## config.mk

```make
export PLATFORM = sky130hd
export DESIGN_NAME = rr_arbiter_idx8_flat
export DESIGN_NICKNAME = d
export VERILOG_FILES = /design/src/rtl/rr_arbiter_idx8_pkg.sv /design/src/rtl/rr_arbiter_idx8_if.sv /design/src/rtl/rr_arbiter_idx8_pick8.sv /design/src/rtl/rr_arbiter_idx8.sv /design/src/flat_wrapper.sv
export SDC_FILE = /design/constraint.sdc
export NUM_CORES = 1
export LEC_CHECK = 0
export CAP_MARGIN = 20
export CORE_MARGIN = 10
export CORE_UTILIZATION = 55
export CTS_CLUSTER_SIZE = 24
export DETAILED_ROUTE_END_ITERATION = 16
export PLACE_DENSITY_LB_ADDON = 0.25
export SLEW_MARGIN = 20
export SYNTH_ARGS = -nofsm -noshare
export SYNTH_HDL_FRONTEND = slang
export SYNTH_SLANG_ARGS = --single-unit
```

## constraint.sdc

```tcl
create_clock -name clk -period 3.37 [get_ports clk]
set_input_delay 1.011 -clock clk [delete_from_list [all_inputs] [get_ports clk]]
set_output_delay 1.011 -clock clk [all_outputs]
set_load 0.01 [all_outputs]
```

## src/rtl/rr_arbiter_idx8_pkg.sv

```systemverilog
// Shared types and sizes for the eight-way round-robin arbiter.
// Imported by the interface, the picker and the top.
package arb_pkg;
  localparam int N_REQ = 8;
  localparam int IDX_W = 3;

  typedef logic [IDX_W-1:0] idx_t;

  typedef enum logic {
    IDLE = 1'b0,
    BUSY = 1'b1
  } arb_state_t;
endpackage

```

## src/rtl/rr_arbiter_idx8_if.sv

```systemverilog
// Request/grant bundle between requesters and the arbiter.
// Handshake: a grant is live while out_valid=1 and out_idx is stable
// for its whole duration. in_done is sampled only while out_valid=1.
interface rr_arbiter_idx8_if;
  import arb_pkg::*;

  logic [N_REQ-1:0] in_req;
  logic             in_done;
  logic             out_valid;
  idx_t             out_idx;
  logic             out_timeout;

  modport master (
    output in_req,
    output in_done,
    input  out_valid,
    input  out_idx,
    input  out_timeout
  );

  modport slave (
    input  in_req,
    input  in_done,
    output out_valid,
    output out_idx,
    output out_timeout
  );
endinterface

```

## src/rtl/rr_arbiter_idx8_pick8.sv

```systemverilog
// Round-robin pick: rotate requests so ptr sits at bit 0, take the lowest
// set bit, then add ptr back to get the absolute index.
module rr_pick8
  import arb_pkg::*;
(
  input  logic [N_REQ-1:0] in_req,
  input  idx_t             ptr,
  output idx_t             pick,
  output logic             any
);

  logic [N_REQ-1:0] rot;
  idx_t             off;

  always_comb begin
    rot = N_REQ'({in_req, in_req} >> ptr);
    off = '0;
    // Descending scan so the lowest set bit is the last assignment.
    for (int i = N_REQ - 1; i >= 0; i--) begin
      if (rot[i]) off = idx_t'(i);
    end
  end

  assign pick = ptr + off;
  assign any  = |in_req;

endmodule

```

## src/rtl/rr_arbiter_idx8.sv

```systemverilog
// Eight-requester non-preemptive round-robin arbiter with registered
// grant index, done-or-timeout release and a one-idle-cycle bubble.
module rr_arbiter_idx8
  import arb_pkg::*;
#(
  parameter int TIMEOUT = 16
) (
  input  logic               clk,
  input  logic               rst,
  rr_arbiter_idx8_if.slave   bus,
  output arb_state_t         dbg_state,
  output idx_t               dbg_ptr
);

  localparam logic [7:0] TLIM = 8'(TIMEOUT - 1);

  arb_state_t state, state_n;
  idx_t       ptr, ptr_n;
  logic [7:0] tcnt, tcnt_n;
  logic       valid_q, valid_n;
  idx_t       idx_q, idx_n;
  logic       to_q, to_n;

  idx_t pick;
  logic any;

  rr_pick8 u_pick (
    .in_req (bus.in_req),
    .ptr    (ptr),
    .pick   (pick),
    .any    (any)
  );

  always_ff @(posedge clk or posedge rst) begin
    if (rst) begin
      state   <= IDLE;
      ptr     <= '0;
      tcnt    <= '0;
      valid_q <= 1'b0;
      idx_q   <= '0;
      to_q    <= 1'b0;
    end else begin
      state   <= state_n;
      ptr     <= ptr_n;
      tcnt    <= tcnt_n;
      valid_q <= valid_n;
      idx_q   <= idx_n;
      to_q    <= to_n;
    end
  end

  always_comb begin
    state_n = state;
    ptr_n   = ptr;
    tcnt_n  = tcnt;
    valid_n = valid_q;
    idx_n   = idx_q;
    to_n    = 1'b0;
    unique case (state)
      IDLE: begin
        if (any) begin
          idx_n   = pick;
          valid_n = 1'b1;
          tcnt_n  = '0;
          state_n = BUSY;
        end
      end
      BUSY: begin
        tcnt_n = (tcnt == 8'hFF) ? tcnt : tcnt + 8'd1;
        // Done takes priority, so a coinciding timeout raises no pulse.
        if (bus.in_done) begin
          valid_n = 1'b0;
          ptr_n   = idx_q + idx_t'(1);
          state_n = IDLE;
        end else if (tcnt == TLIM) begin
          valid_n = 1'b0;
          ptr_n   = idx_q + idx_t'(1);
          to_n    = 1'b1;
          state_n = IDLE;
        end
      end
      default: state_n = IDLE;
    endcase
  end

  assign bus.out_valid   = valid_q;
  assign bus.out_idx     = idx_q;
  assign bus.out_timeout = to_q;
  assign dbg_state       = state;
  assign dbg_ptr         = ptr;

endmodule

```

## src/flat_wrapper.sv

```systemverilog
// flat-port wrapper written by rule: the top's interface ports become plain ports
module rr_arbiter_idx8_flat import arb_pkg::*;
#(
  parameter int TIMEOUT = 16
)
  (clk, rst, dbg_state, dbg_ptr, bus_in_req, bus_in_done, bus_out_valid, bus_out_idx, bus_out_timeout);
  rr_arbiter_idx8_if bus_i ();
  input  logic clk;
  input  logic rst;
  output arb_state_t dbg_state;
  output idx_t dbg_ptr;
  input wire logic [$bits(bus_i.in_req)-1:0] bus_in_req;
  input wire logic [$bits(bus_i.in_done)-1:0] bus_in_done;
  output wire logic [$bits(bus_i.out_valid)-1:0] bus_out_valid;
  output wire logic [$bits(bus_i.out_idx)-1:0] bus_out_idx;
  output wire logic [$bits(bus_i.out_timeout)-1:0] bus_out_timeout;
  assign bus_i.in_req = bus_in_req;
  assign bus_i.in_done = bus_in_done;
  assign bus_out_valid = bus_i.out_valid;
  assign bus_out_idx = bus_i.out_idx;
  assign bus_out_timeout = bus_i.out_timeout;
  rr_arbiter_idx8 #(.TIMEOUT(TIMEOUT)) u_core (.clk(clk), .rst(rst), .bus(bus_i), .dbg_state(dbg_state), .dbg_ptr(dbg_ptr));
endmodule
```

Yosys cells after proc, flatten, opt, wreduce, memory -nomap -nowiden
Index checks and enable logic that the tools add are counted.
{"block": "totals", "reg_bits": 17, "latch_bits": 0, "ramBits": 0, "rom_bits": 0, "memories": 0}
{"block": "classes", "addsub": 3, "n_mul": 0, "div_mod_pow": 0, "n_lt_le_gt_ge": 0, "n_eq_ne": 5, "shift": 1, "n_mux": 24, "bitwise": 1, "n_reduce_logical": 6}
{"operator": "$mux W3", "count": 10}
{"operator": "$mux W8", "count": 2}
{"operator": "$pmux W8 S2", "count": 1}
{"operator": "$shr A16 B3 Y8", "count": 1}
{"operator": "$mux W1", "count": 9}
{"operator": "$add A8 B1 Y8 const B", "count": 1}
{"operator": "$eq A8 B4 Y1 const B", "count": 1}
{"operator": "$eq A8 B8 Y1 const B", "count": 1}
{"operator": "$reduce_and A2 Y1", "count": 4}
{"operator": "$reduce_or A8 Y1", "count": 1}
{"operator": "$pmux W1 S2", "count": 2}
{"operator": "$add A3 B1 Y3 const B", "count": 1}
{"operator": "$add A3 B3 Y3", "count": 1}
{"operator": "$ne A3 B3 Y1 const B", "count": 1}
{"operator": "$ne A2 B1 Y1 const B", "count": 1}
{"operator": "$ne A2 B2 Y1 const B", "count": 1}
{"operator": "$reduce_bool A2 Y1", "count": 1}
{"operator": "$not A1 Y1", "count": 1}

Longest topological paths before layout
{"block": "depth", "word_depth": 10, "depth_mapped": 14, "ltp_nobuf": 12}

Cells and area by module
Synthesis repeated with hierarchy kept, for this count alone.
{"block": "unflattened", "hier_cells": 132, "hier_area_um2": 1373.8}
{"mod": "rr_arbiter_idx8", "instances": 1, "cells_each": 82, "area_each_um2": 854.6, "seq_area_each_um2": 425.4}
{"mod": "rr_pick8", "instances": 1, "cells_each": 50, "area_each_um2": 519.2, "seq_area_each_um2": 0.0}

Worst setup path after synthesis
No wires, ideal clock.
{"block": "synth_path", "path_type": "input to register", "startpoint": "input bus_in_req[0]", "endpoint": "register u_core.idx_q[2], in the netlist u_core.bus.out_idx[2]", "t_arrival_ns": 3.019, "t_required_ns": 3.275, "slack_ns": 0.255, "stages": 13, "cell_sequence": "clkbuf_2 -> mux2_2 -> nor2_1 -> a21oi_1 -> o211ai_1 -> a221oi_2 -> o22ai_1 -> ha_1 -> inv_1 -> fa_1 -> xnor2_1 -> and3_1 -> o31ai_1"}
{"block": "synth_between", "elab_chain_cells": 10, "elab_cells_between_ends": 12, "cone_classes": "add/sub: 1; shift: 1; mux: 8; reduce/logical: 2"}
{"item": "from (decl)", "line": "flat_wrapper.sv:12", "text": "input wire logic [$bits(bus_i.in_req)-1:0] bus_in_req;"}
{"item": "$shr A16 B3 Y8", "line": "rr_arbiter_idx8_pick8.sv:16", "text": "rot = N_REQ'({in_req, in_req} >> ptr);"}
{"item": "$mux W3 (8 in series)", "line": "rr_arbiter_idx8_pick8.sv:20", "text": "if (rot[i]) off = idx_t'(i);"}
{"item": "$add A3 B3 Y3", "line": "rr_arbiter_idx8_pick8.sv:24", "text": "assign pick = ptr + off;"}
{"item": "to (signal assigned)", "line": "rr_arbiter_idx8.sv:47", "text": "idx_q <= idx_n;"}
{"item": "to (decl)", "line": "rr_arbiter_idx8.sv:21", "text": "idx_t idx_q, idx_n;"}
Several ways; a longest one is shown, not always the timed one.
A chain may end at the register's enable or synchronous reset.

Worst setup path in the final report
{"block": "layout_path", "startpoint": "input bus_in_req[5]", "endpoint": "register u_core.idx_q[2], in the netlist u_core.bus.out_idx[2]"}
Same word-level chain as after synthesis.

==> summary.md <==
| Metric | Value |
|---|---|
| Status | `finished clean` |
| Fillcell total | `195` |
| Worst r2r src | `u_core.dbg_ptr[1]$_DFFE_PP0P_` |
| Synthesized cell area | `1470 µm²` |
| Post-route insts no fill | `226` |
| Final worst-path cycle share | `96.0%` |
| Global-route wire length before repair | `6290 µm` |
| Final Setup Violations | `0` |
| Syn Nets | `179` |
| Most common cell after layout, fill and taps aside | `nor2_1` |
| Antenna-violating nets left | `0` |
| Clk sink count | `17` |
| Dpl cell area | `1750 µm²` |
| Number of buffers added on ports | `19` |
| Root Buffer | `clkbuf_4` |
| Worst skew pair latency | `0.30 ns` |
| Fmax | `309 MHz` |
| Layout Skew | `0.00894 ns` |
| Drt total wl | `3660 µm` |
| Peak supply drop | `0.000549 V` |
| Worst Setup End Kind | `register` |
| Clk buf depth | `2` |
| Synth Instances | `164` |
| RSZ-0062 raised after global routing | `false` |
| Top cell type's share of synthesized area | `29.0%` |
| Area contributors post-synth | `dfrtp_1 (29%), mux4_2 (7.7%), mux4_1 (7.2%)` |
| Rel. slew slack | `58.5%` |
| Design Area, Final | `1800 µm²` |
| Layout cell share with drive strength beyond 1 | `25.5%` |
| H-tree depth | `1` |
| Final worst slack | `0.134 ns` |
| Leak | `0.786 nW` |
| Inserted Clock Buffers | `3` |
| Die area | `5130 µm²` |
| Cell Pwr Density | `707 nW/µm²` |
| DP HPWL | `2800 µm` |
| Pwr Total | `1.27 mW` |
| Largest net degree at the start of global routing | `20` |
| Worst-margin pin slew | `0.622 ns` |
| Num rows | `18` |
| Area delta synth->final | `22.5%` |
| Synth cell types | `41` |
| Crit path time final | `3.24 ns` |
| CP Data Required Time | `3.56 ns` |
| Vias | `1,350` |
| Synth Register Bits | `17` |
| Worst Path Arrival | `3.43 ns` |
| Hold Path Class | `register to register` |
| DRC marker count from the first detailed-route iteration | `257` |
| Ports | `20` |
| Start point of the critical path | `bus_in_req[5]` |
| Pre-CTS WS | `-0.587 ns` |
| Antenna cell count | `0` |
| Seq/Total Area, Yosys | `29.0%` |
| Initial antenna violation count | `0` |
| GRT Util Overall | `14.7%` |
| Hold Crit Start | `u_core.bus.out_valid$_DFFE_PP0P_` |
| Crit path launch type | `primary input` |
| Final net count | `212` |
| Vias in the first global route | `1,380` |
| Die X | `71.6 µm` |
| RePlAce Congestion | `0.863` |
| CTS clk-pin slew, worst paths | `0.10 ns` |
| Min Hold Slack | `0.510 ns` |
| Vias per cell | `5.97` |
| Placed cells | `219` |
| CP Max Fanout | `4` |
| GRT overflow | `0` |
| Syn. warnings | `0` |
| Die Span Y | `71.6 µm` |
| Worst reg2reg path endpoint | `u_core.bus.out_idx[2]$_DFFE_PP0P_` |
| Max cap viols | `0` |
| Hold Path Cell Cnt | `1` |
| Drt first pass iters | `4` |
| Setup CP Type | `primary input to register` |
| Syn Area/Cell | `8.93 µm²` |
| R2R Setup Slk | `0.34 ns` |
| Max Slew Vio Count | `0` |
| Most frequent cells in the layout | `nor2_1 (19), buf_4 (18), dfrtp_1 (17)` |
| Dominant cell type by area after synthesis | `dfrtp_1` |
| DRC viols | `0` |
| Final Hold Fails | `0` |
| Initial Util | `58.6%` |
| TritonCTS clock tree | `yes` |
| DR WL/cell | `16.2 µm` |
| Worst Hold End | `u_core.bus.out_valid$_DFFE_PP0P_` |
| Core ar. | `2500 µm²` |
| Worst reg-to-reg path cell count | `14` |
==> worst max-delay path: stages <==
cell and delay (ns):
buf_2 0.12, mux4_2 0.48, inv_2 0.09, a21oi_2 0.05, o211ai_1 0.25, a221oi_2 0.09
o22ai_1 0.22, ha_2 0.21, inv_2 0.04, fa_2 0.36, xnor2_2 0.15, buf_4 0.15
a21oi_1 0.13, o31ai_2 0.07
==> stage by stage <==
step / TNS, ns / utilization [%]
3_5_place_dp: -0.957 / 69.8
6_report: 0 / 71.8
5_1_grt: 0 / 71.8
3_3_place_gp: -0.642 / 69.8
4_1_cts: 0 / 71.1
2_1_floorplan: 0 / -
==> cells by family after synthesis <==
logic type                 share of synthesized area [%]
AOI/OAI and AO/OA                                   16.8
xor gates and xnor gates                            2.39
adders and majority gates                           3.93
buffers and inverters                               6.92
DFF                                                 29.0
muxes                                               21.3
and+or+nand+nor                                     19.6
==> synthesized netlist by cell type <==
library cell	n
a2111o_1	1
a21boi_0	1
a21o_1	1
a21oi_1	17
a221oi_2	1
a31oi_1	1
and3_1	2
and4_1	1
and4b_1	1
buf_12	1
buf_2	4
buf_6	1
clkbuf_1	3
clkbuf_2	1
dfrtp_1	17
fa_1	1
ha_1	3
inv_1	8
inv_2	1
mux2_2	3
mux2i_1	6
mux4_1	4
mux4_2	5
nand2_1	14
nand2b_1	4
nand3_1	8
nor2_1	20
nor2_2	1
nor2b_1	1
nor3_1	5
nor4_1	1
o211ai_1	1
o21a_1	2
o21ai_0	10
o21ai_1	1
o22ai_1	1
o31ai_1	4
or2_2	2
or4_1	1
xnor2_1	2
xor2_1	2
==> how the worst max path moves through the flow <==
stage	to	cells past startpoint
finish	u_core.bus.out_idx[2]$_DFFE_PP0P_	14
global route	u_core.bus.out_idx[2]$_DFFE_PP0P_	14
CTS	u_core.bus.out_idx[2]$_DFFE_PP0P_	13
detailed placement	u_core.bus.out_idx[2]$_DFFE_PP0P_	13
global placement	u_core.bus.out_idx[2]$_DFFE_PP0P_	13
floorplan	u_core.bus.out_idx[2]$_DFFE_PP0P_	13
==> state kept, by name, indices dropped and copies added, names as in the netlist <==
register and cells:
u_core.bus.out_idx 3, u_core.bus.out_timeout 1, u_core.bus.out_valid 1, u_core.dbg_ptr 3, u_core.dbg_state 1, u_core.tcnt 8
==> what timing repair did <==
action / in CTS / in global routing
pin swaps: 9 / 5
setup buffers: 2 / 1
hold buffers: 0 / 0
endpoints found under the setup margin: 2 / 1
gates resized for setup: 28 / 6
gates cloned: 0 / 0
==> final cells by class <==
class	count	area [µm²]	area share, %
inverters	9	33.8	1.88
well taps	30	37.5	2.09
multi-input cells	128	963	53.7
flip-flops and latches	17	425	23.7
clock buffers	4	26.3	1.46
repair buffers	38	309	17.2
==> power breakdown <==
group	switching, mW	internal [mW]
combinational	0.368	0.429
sequential	0.0983	0.263
clock	0.0649	0.0461
==> metal layers <==
metal	track usage (%)	up-vias	routed length (µm)
met3	4.55	17	304
met1	17.6	614	1490
met5	0	-	0
met2	22.5	55	1720
met4	8.60	0	144
li1	-	664	-
Note: power is estimated with default switching activity, not from simulation.
